$ cat src/rtl/mux_rr_arbiter.sv
// Round-robin arbiter owning the select of a shared 2:1 data mux.
// Grants one requester at a time and steers its data to y. While the other
// side is waiting, a grant ends after MAX_BURST accepted beats so that
// neither requester can starve the other.
module mux_rr_arbiter #(
  parameter int WIDTH     = 1,
  parameter int MAX_BURST = 4
) (
  input  logic             clk,
  input  logic             rst,
  input  logic [1:0]       req,
  input  logic [WIDTH-1:0] D0,
  input  logic [WIDTH-1:0] D1,
  input  logic             y_ready,
  output logic [1:0]       gnt,
  output logic             sel,
  output logic [WIDTH-1:0] y,
  output logic             y_valid
);

  // Wide enough to hold MAX_BURST itself, which is where the count parks
  // when a burst is complete but nobody else is asking for the mux.
  localparam int CW = $clog2(MAX_BURST + 1);

  localparam logic [CW:0]   BURST_LIMIT = (CW + 1)'(MAX_BURST);
  localparam logic [CW-1:0] CNT_SAT     = CW'(MAX_BURST);

  localparam logic [1:0] IDLE = 2'd0;
  localparam logic [1:0] G0   = 2'd1;
  localparam logic [1:0] G1   = 2'd2;

  logic [1:0]    state;
  logic [1:0]    state_next;
  logic [CW-1:0] cnt;
  logic [CW-1:0] cnt_next;
  logic [CW:0]   cnt_inc;
  logic          last;
  logic          last_next;
  logic          own;
  logic          req_own;
  logic          req_other;
  logic [1:0]    other_state;
  logic          beat;
  logic          burst_done;

  // Data path and handshake: the mux follows the registered select.
  always_comb begin
    y       = sel ? D1 : D0;
    y_valid = gnt[sel] & req[sel];
    beat    = y_valid & y_ready;
  end

  // Grant decision: who owns the mux next, how far into its burst it is,
  // and who held it most recently (for the tie-break from IDLE).
  always_comb begin
    state_next  = state;
    cnt_next    = cnt;
    last_next   = last;
    own         = (state == G1);
    req_own     = req[own];
    req_other   = req[~own];
    other_state = own ? G0 : G1;
    cnt_inc     = {1'b0, cnt} + 1'b1;
    burst_done  = (cnt_inc >= BURST_LIMIT);

    case (state)
      IDLE: begin
        cnt_next = '0;
        case (req)
          2'b01:   state_next = G0;
          2'b10:   state_next = G1;
          2'b11:   state_next = last ? G0 : G1;
          default: state_next = IDLE;
        endcase
      end
      G0, G1: begin
        if (!req_own) begin
          state_next = req_other ? other_state : IDLE;
          cnt_next   = '0;
          last_next  = own;
        end else if (beat) begin
          if (burst_done) begin
            if (req_other) begin
              state_next = other_state;
              cnt_next   = '0;
              last_next  = own;
            end else begin
              cnt_next = CNT_SAT;
            end
          end else begin
            cnt_next = cnt_inc[CW-1:0];
          end
        end
      end
      default: begin
        state_next = IDLE;
        cnt_next   = '0;
      end
    endcase
  end

  // State, burst count and the registered grant/select, all moving together.
  always_ff @(posedge clk) begin
    if (rst) begin
      state <= IDLE;
      cnt   <= '0;
      last  <= 1'b1;
      gnt   <= 2'b00;
      sel   <= 1'b0;
    end else begin
      state <= state_next;
      cnt   <= cnt_next;
      last  <= last_next;
      gnt   <= {state_next == G1, state_next == G0};
      sel   <= (state_next == G1);
    end
  end

endmodule

$ cat config.mk
export PLATFORM = sky130hd
export DESIGN_NAME = mux_rr_arbiter
export DESIGN_NICKNAME = d
export VERILOG_FILES = /design/src/rtl/mux_rr_arbiter.sv
export SDC_FILE = /design/constraint.sdc
export NUM_CORES = 1
export LEC_CHECK = 0
export ABC_AREA = 1
export CORE_AREA = 2 2 39 41
export CTS_CLUSTER_SIZE = 12
export DETAILED_ROUTE_END_ITERATION = 7
export DIE_AREA = 0 0 41 43
export GPL_TIMING_DRIVEN = 0
export PLACE_DENSITY = 0.67
export SKIP_LAST_GASP = 1
export SYNTH_ARGS = -nofsm -noshare
export SYNTH_HDL_FRONTEND = slang
export SYNTH_SLANG_ARGS = --single-unit
$ cat constraint.sdc
create_clock -name clk -period 1.4 [get_ports clk]
set_clock_uncertainty 0.1 [all_clocks]
set_input_delay 0.28 -clock clk [delete_from_list [all_inputs] [get_ports clk]]
set_output_delay 0.28 -clock clk [all_outputs]
set_load 0.01 [all_outputs]
# After elaboration in Yosys (flattened, before gate mapping)
# Index checks and enable logic that the tools add are counted.
# W data, S select, Z words.
# totals
regBits	9
inputBits	7
out_inout_bits	5
word_cells	53
# op_classes
add_sub_neg	1
magnitude_cmp	4
eq_ne	10
n_mux	24
n_bitwise	5
n_reduce_logical	4
# ops
op	n
$mux W2	7
$mux W1	13
$eq A2 B2 Y1 const B	4
$eq A2 B1 Y1 const B	3
$lt A1 B2 Y1 const B	3
$mux W3	2
$ne A2 B1 Y1 const B	3
$pmux W2 S3	1
$add A3 B1 Y4 const B	1
$ge A4 B3 Y1 const B	1
$pmux W2 S2	1
$reduce_and A4 Y1	1
$not A1 Y1	3
$reduce_or A3 Y1	1
$and A1 B1 Y1	2
$logic_not A2 Y1	1
$reduce_or A2 Y1	1

# Depth between registers and ports, before layout
# depth
ltp_word	10
mapped_depth	14
mapped_depth_nobuf	14

# Least setup slack after synthesis
# Ideal clock, no wire load.
# synth_path
path_kind	reg2reg
startpoint	register state[0]
endpoint	register state[0]
setup_time_ns	0.110
arrival_ns	1.310
t_required_ns	1.190
slack_ns	-0.120
stages_incl_launch_ff	13
n_path_buf	0
synth_period_minus_slack_ns	1.520
cell_sequence	dfxtp_1 -> inv_1 -> ha_1 -> nand2_1 -> o21ai_1 -> nor2_1 -> nand3_1 -> nand3_1 -> nand2_1 -> nand2_1 -> nand2_2 -> nand2_2 -> inv_1
# synth_via
elab_chain_len	8
elab_cells_between_ends	15
classes_between	eq/ne (2); mux (11); reduce/logical (2)
# synth_rtl
element	line_no	text
start, declared	32	logic [1:0] state;
start signal, assigned	111	state <= state_next;
$eq A2 B2 Y1 *	59	own = (state == G1);
via own	39	logic own;
$mux W1 (implied by the code) (2 in series)	61	req_other = req[~own];
$mux W2	83	if (req_other) begin
$mux W2	82	if (burst_done) begin
$mux W2	81	end else if (beat) begin
$mux W2	77	if (!req_own) begin
$pmux W2 S2 *	66	case (state)
# Mark *: on every way through the listed nets, which the timed path passes. The rest lies on a longest branch. The select of a mux whose other input is x is not followed.
# A chain may end at the register's enable or synchronous reset.

# Final worst setup path
# layout_path
startpoint	register cnt[0]
endpoint	register state[0]
# layout_via
elab_chain_len	6
# layout_rtl
element	line_no	text
start, declared	34	logic [CW-1:0] cnt;
start signal, assigned	112	cnt <= cnt_next;
$add A3 B1 Y4	63	cnt_inc = {1'b0, cnt} + 1'b1;
$ge A4 B3 Y1	64	burst_done = (cnt_inc >= BURST_LIMIT);
$mux W2	82	
$mux W2	81	
$mux W2	77	
$pmux W2 S2	66	
# Every way passes these cells.

==> results by group <==
Status
  • Status: finished with violations
  • Failing checks: setup timing

Route
  • Vias per Instance: 4.88
  • Final WL: 1.20 mm
  • Via count: 542
  • Wire per inst: 10.8 µm
  • Detailed Route Iter0 Violations: 16
  • Final ANT Viol Nets: 0
  • Drt pass-1 iters: 4
  • Post-route DRC: 0

Pwr
  • Int Power: 0.449 mW
  • PwrDens: 842 nW/µm²
  • Part of the power in registers: 0.394
  • Sw frac: 0.340
  • LEAKAGE: 0.360 nW
  • Logic pwr share: 0.337
  • Peak VDD IR: 0.000774 V
  • Power share of the clock group: 0.270
  • Switching pwr: 0.231 mW

STA
  • Hold WS: 388 ps
  • Period utilisation layout: 1.12
  • Final setup margin: -165 ps
  • Min cycle time layout: 1560 ps
  • Max-slew violation count: 0
  • Actual slew at the worst max-slew pin: 241 ps
  • Fin. Hold Viols: 0
  • RSZ-0062 raised after global routing: true
  • Final setup violating endpoints: 6
  • Max_slew headroom: 0.839
  • Max Freq: 639 MHz

Yosys
  • Area contributors post-synth: dfxtp_1 (31%), nand2_1 (15%), ha_1 (9.7%)
  • Top cell type's share of synthesized area: 0.311
  • Post-synthesis cell type count: 20
  • Syn nets: 86
  • Cell area after synthesis: 515 µm²
  • YS warnings: 0
  • Post-Synthesis Cells: 75
  • Avg Cell Area, Syn: 6.87 µm²
  • Flops & latches, synth: 8
  • Yosys top cell by area: dfxtp_1
  • Sequential share of the synthesized area: 0.311

Floorplan
  • IO Count: 12
  • Initial Util: 0.373
  • Die X: 41 µm
  • Core area: 1380 µm²
  • Full die area: 1760 µm²
  • Cell Rows: 14
  • Die height: 43 µm

Finish
  • Synth-to-Final Area Change: 56.6%
  • ANT cells: 0
  • Post-layout net count: 108
  • Share of layout cells above drive strength 1: 0.474
  • Filler cells: 135
  • Final Cell Area: 807 µm²

CTS
  • Root buf cell: clkbuf_4
  • Skew-Pair Late Insertion Delay: 260 ps
  • CTS tree: yes
  • Clock buffers created by TritonCTS: 3
  • H-Tree Depth: 1
  • Hold buffer count at cts: 0
  • Clock Sinks: 8
  • Worst-path clk slew: 60 ps
  • Clock tree buffer depth: 2

Global route
  • Gr usage total: 0.144
  • Vias in the first global route: 417
  • Initial antenna violation count: 0
  • Largest net degree at the start of global routing: 8
  • Congestion Overflow GR: 0
  • First-pass GRT wire length: 1.66 mm

Min path
  • Hold crit path type: reg -> reg

Setup path
  • Worst Setup End Kind: flip-flop
  • CP startpoint kind: flip-flop
  • Crit path kind: reg -> reg
  • CP Data Required Time: 1450 ps
  • Worst Path Max Fanout: 3
  • Crit path DAT: 1610 ps

Flow run
  • Number of max-cap violations: 0

Placed design
  • Port bufs: 11
  • Final HPWL DP: 825 µm
  • Final GP Congestion: 0.785
  • Cell Area, Placed: 664 µm²
[through the flow]
step	cells	setup WS [ps]	util	TNS [ps]	power, mW
finish	111	-165	0.583	-715	0.679
global route	111	-269	0.583	-1350	0.718
CTS	108	-198	0.522	-964	0.648
detailed placement	102	-602	0.480	-4450	0.467
global placement	102	-597	0.480	-4430	0.465
floorplan	75	-67.2	-	-241	0.391
[layout by cell type (no fill, tap or decap), types with 3 or more instances in the layout]
cell | Yosys | final
dfxtp_1 | 8 | 4
nand3_2 | 1 | 4
a21oi_1 | 5 | 4
nand3_1 | 6 | 3
dlygate4sd2_1 | 0 | 5
inv_1 | 10 | 7
nand2_1 | 21 | 15
dfxtp_2 | 0 | 4
nand2_2 | 4 | 8
buf_4 | 1 | 7
clkdlybuf4s50_1 | 0 | 4
nor2_2 | 1 | 3
clkbuf_4 | 0 | 3
[final timing paths]
path	start	slack (ps)	cells after the start	endpoint
max	cnt[0]$_SDFFE_PP0N_	-160	12	state[0]$_SDFF_PP0_
min	cnt[2]$_SDFFE_PP0N_	390	2	cnt[2]$_SDFFE_PP0N_
max reg2reg	cnt[0]$_SDFFE_PP0N_	-160	12	state[0]$_SDFF_PP0_
min reg2reg	cnt[2]$_SDFFE_PP0N_	390	2	cnt[2]$_SDFFE_PP0N_
[registers in the layout (all words and copies together) (netlist names)]
name   count
state      2
cnt        3
gnt        2
last       1
[final cells by class]
class / instances / area (µm²) / share of cell area
multi-input combinational: 55 / 407 / 0.504
sequential: 8 / 165 / 0.205
timing repair buffer: 17 / 139 / 0.172
inverter: 11 / 46.3 / 0.0574
clock buffer: 3 / 22.5 / 0.0279
tap: 16 / 20.0 / 0.0248
buffer: 1 / 7.51 / 0.00930
[cell families after synthesis]
group	synth area share
and+or+nand+nor	0.359
buffers and inverters	0.0947
AOI/OAI and AO/OA	0.138
DFF	0.311
adders and majority gates	0.0971
[power by group through the flow]
stage | clock network (mW) | logic (mW) | registers (mW)
global route | 0.198 | 0.251 | 0.269
finish | 0.183 | 0.229 | 0.267
floorplan | 0 | 0.124 | 0.267
global placement | 0 | 0.198 | 0.267
detailed placement | 0 | 0.200 | 0.267
CTS | 0.187 | 0.196 | 0.265
[routing by layer]
layer  up-vias  wire length (µm)  GRT usage
met5         -                 0          0
met4         0                10     0.0200
met3         2                58     0.0942
met2         8               632      0.219
met1       251               498      0.167
li1        281                 -          -
[critical path, stage by stage, from the launching register on]
cell     delay, ps
dfxtp_2        330
ha_4           160
or2_4          240
nand2_4         70
nor2_4          50
nand2_2         80
nand2_2         60
nand3_2         40
nand2_1         50
nand2_1         70
nand2_2         70
nand2_2         80
inv_1           40
[repair_timing]
item                       CTS  global route
setup endpoints to repair   13             9
gates cloned                 0             0
setup buffers                3             3
gates resized for setup     18            21
pin swaps                    7            11
[synthesized netlist by cell type, drive strengths merged]
cell     n
ha       4
buf      1
nor2     5
or2      1
nand3    7
inv     11
nand4    1
o211ai   1
nand2   25
o21ai    3
a21oi    6
a211oi   1
nand3b   1
dfxtp    8
(Power assumes the default switching activity.)
==> patch, RTL diff (same flow settings) <==
Set the parameter `MAX_BURST` to 8 (it was 4).
--- a/src/rtl/mux_rr_arbiter.sv
+++ b/src/rtl/mux_rr_arbiter.sv
@@ -5,5 +5,5 @@
 module mux_rr_arbiter #(
   parameter int WIDTH     = 1,
-  parameter int MAX_BURST = 4
+  parameter int MAX_BURST = 8
 ) (
   input  logic             clk,
Check against the original RTL: not equivalent (Yosys sat finds a counterexample within 10 cycles, from zero or initial values and one cycle with rst high).
==> patch against the original RTL <==
  * The flow still finishes with violations (setup timing)
  * Power is 20% higher
  * Final area is 18% higher
  * Sequential cell count is 1 higher
  * Area after synthesis is 13% higher
  * Via count is 18% higher
  * Count of clock-buffer cells in the layout is 1 higher
  * Synthesized cell count is 17% higher
  * First-iteration DRC count is 44% lower
  * Setup slack worse by 0.050 ns
  * Hold slack better by 0.017 ns
  * Clock power is 15% higher
  * Routed wire length is 31% higher
  * Largest cell class unchanged
  * Highest routed layer unchanged
==> patch: results (changes against the original RTL) <==
----------------------------------------------------
[Yosys]
  Mean cell area of the mapped netlist ... 6.626 µm² (-3.6%)
  Area fraction of the dominant cell type after synthesis ... 30.90% (-0.17 points)
  Most used DFF post-synth ... dfxtp_1
  Top cells by area in the synthesized netlist ... dfxtp_1 31%, nand2_1 17%, ha_1 11%
  Share of synthesized area occupied by flip-flops and latches ... 30.90% (-0.17 points)
  Top cells by instance count after synthesis ... 26 x nand2_1, 15 x inv_1, 10 x nor2_1, 9 x dfxtp_1, 5 x ha_1
  Distinct cells, synth ... 16 (-20%)
  Net Count, Synth ... 100 (+16%)

[Final layout]
  Share of final-layout standard cells stronger than drive strength 1 ... 48.67% (+1.3 points)
  Leading registers by flop count ... cnt x4, gnt x2, state x2
  Count of fill cells added during filler insertion ... 120 (-11%)
  Final nets ... 126 (+17%)

[Placement]
  Setup WS pre-CTS ... -0.6243 ns (-0.02244 ns)
  Cell Area, Placed ... 748.2 µm² (+13%)
  Post-Place Cells ... 115 (+13%)
  Final GP Congestion ... 0.8000 (+1.9%)
  HPWL after DPL ... 924.2 µm (+12%)

[CTS]
  Depth of the CTS H-tree ... 1 (unchanged)
  Total clock buffers created by CTS ... 3 (unchanged)
  Clock root buffer ... clkbuf_4
  Clock latency on the worst-skew pair ... 0.26 ns (about the same)

[GRT]
  Via count of the first global-routing pass ... 595 (+43%)
  First-pass GRT wire length ... 2366 µm (+42%)
  Maximum number of pins on one net before global-route repair ... 6 (-2)
  Global-route total usage across every layer ... 20.00% (+5.6 points)

[Outcome]
  Status ... finished with violations
  Violated checks ... setup timing

[Route]
  Total number of vias ... 637 (+18%)
  Vias per Instance ... 4.938 (+1.1%)
  Total Routed Length ... 1575 µm (+31%)
  Final antenna-violating net count ... 0 (unchanged)
  Detailed Route Iter0 Violations ... 9 (-7)
  First-pass detailed-route iteration total ... 4 (unchanged)

[STA]
  Transition time at the pin with the least slew margin ... 0.2946 ns (+0.05384 ns)
  Worst Slack Setup Final ... -0.2141 ns (-0.04961 ns)
  Setup-failing EPs final ... 8 (+2)
  Aggregate negative setup slack ... -1.167 ns (-0.4522 ns)

[Power and ir drop]
  Total leakage power ... 0.0004342 µW (+21%)
  Worst IR Drop VDD ... 0.5783 mV (-25%)

[Worst setup path]
  Data arrival at the endpoint of the critical path ... 1.68 ns (+0.07 ns)
  Largest fanout on the critical path ... 5 (+2)
  Critical Path Max Stage Delay ... 0.38 ns (+0.05 ns)
  Cell with the largest stage delay on the worst path ... dfxtp_4

----------------------------------------------------
[patch: cell count changes in the layout (fill, tap and decap cells not counted), moves of 2 or more]
cell / before / now
inv_1: 7 / 10
nand2_2: 8 / 12
dfxtp_4: 0 / 3
buf_6: 0 / 2
buf_4: 7 / 9
a21oi_1: 4 / 1
nand2_4: 2 / 0
nor2_1: 1 / 7
inv_4: 2 / 0
dfxtp_2: 4 / 2
a21oi_2: 0 / 2
clkdlybuf4s15_1: 0 / 2
inv_2: 2 / 5
[patch: critical path: cells and delay by family, from the launching register on]
family	cells	cell delay [ns]
buffers and inverters	1	0.04
adder cells (fa/ha/maj)	1	0.14
AND/OR/NAND/NOR	12	0.85
flip-flops	1	0.38
[patch: per-stage QoR]
stage / total power, µW / hold WS, ns
global route: 860.3 / 0.4400
CTS: 763.0 / 0.4153
global placement: 499.3 / 0.3938
finish: 817.7 / 0.4047
floorplan: 424.6 / 0.2590
detailed placement: 501.7 / 0.4075
[patch: per-layer routing]
metal  track usage (%)  share of wire [%]  up-vias
li1                  -                  -      325
met1             23.61                 40      300
met2             32.50                 56       10
met3             4.712                2.9        2
met4             8.667               0.76        0
met5                 0                  0        -
[patch: path summary, 6_finish.rpt]
| path | from | endpoint | slack (ns) | depth (start not counted) |
|---|---|---|---|---|
| setup / recovery | cnt[0] | gnt[0] | -0.21 | 14 |
| hold / removal | last | last | 0.40 | 2 |
| setup reg to reg | cnt[0] | gnt[0] | -0.21 | 14 |
| hold reg to reg | last | last | 0.40 | 2 |
[patch: area by class of cell]
class	instances	area, µm²	share of cell area [%]
Timing Repair Buffer	21	182.7	19.24
Sequential cell	9	193.9	20.42
Clock buffer	4	26.28	2.767
Tap cell	16	20.02	2.108
Inverter	15	56.30	5.929
Buffer	1	7.507	0.7905
Multi-Input combinational cell	63	462.9	48.75
[patch: kinds of logic after synthesis]
group                      synth area share [%]
AOI/OAI and AO/OA                         13.52
buffers and inverters                     10.94
adders and majority gates                 10.73
and+or+nand+nor                           33.91
DFF                                       30.90
[patch: where the power goes]
part           total [µW]  leakage (µW)  internal, µW  switching, µW
clock network         210     0.0000150           110            100
registers             291     0.0000764           274           17.3
logic                 316      0.000343           155            162
[patch: what timing repair did]
| item | CTS | global route |
|---|---|---|
| buffers inserted | 9 | 1 |
| resized for setup | 29 | 20 |
| endpoints found under the hold margin | 0 | 0 |
| pin swaps | 10 | 9 |
| setup endpoints to repair | 14 | 12 |
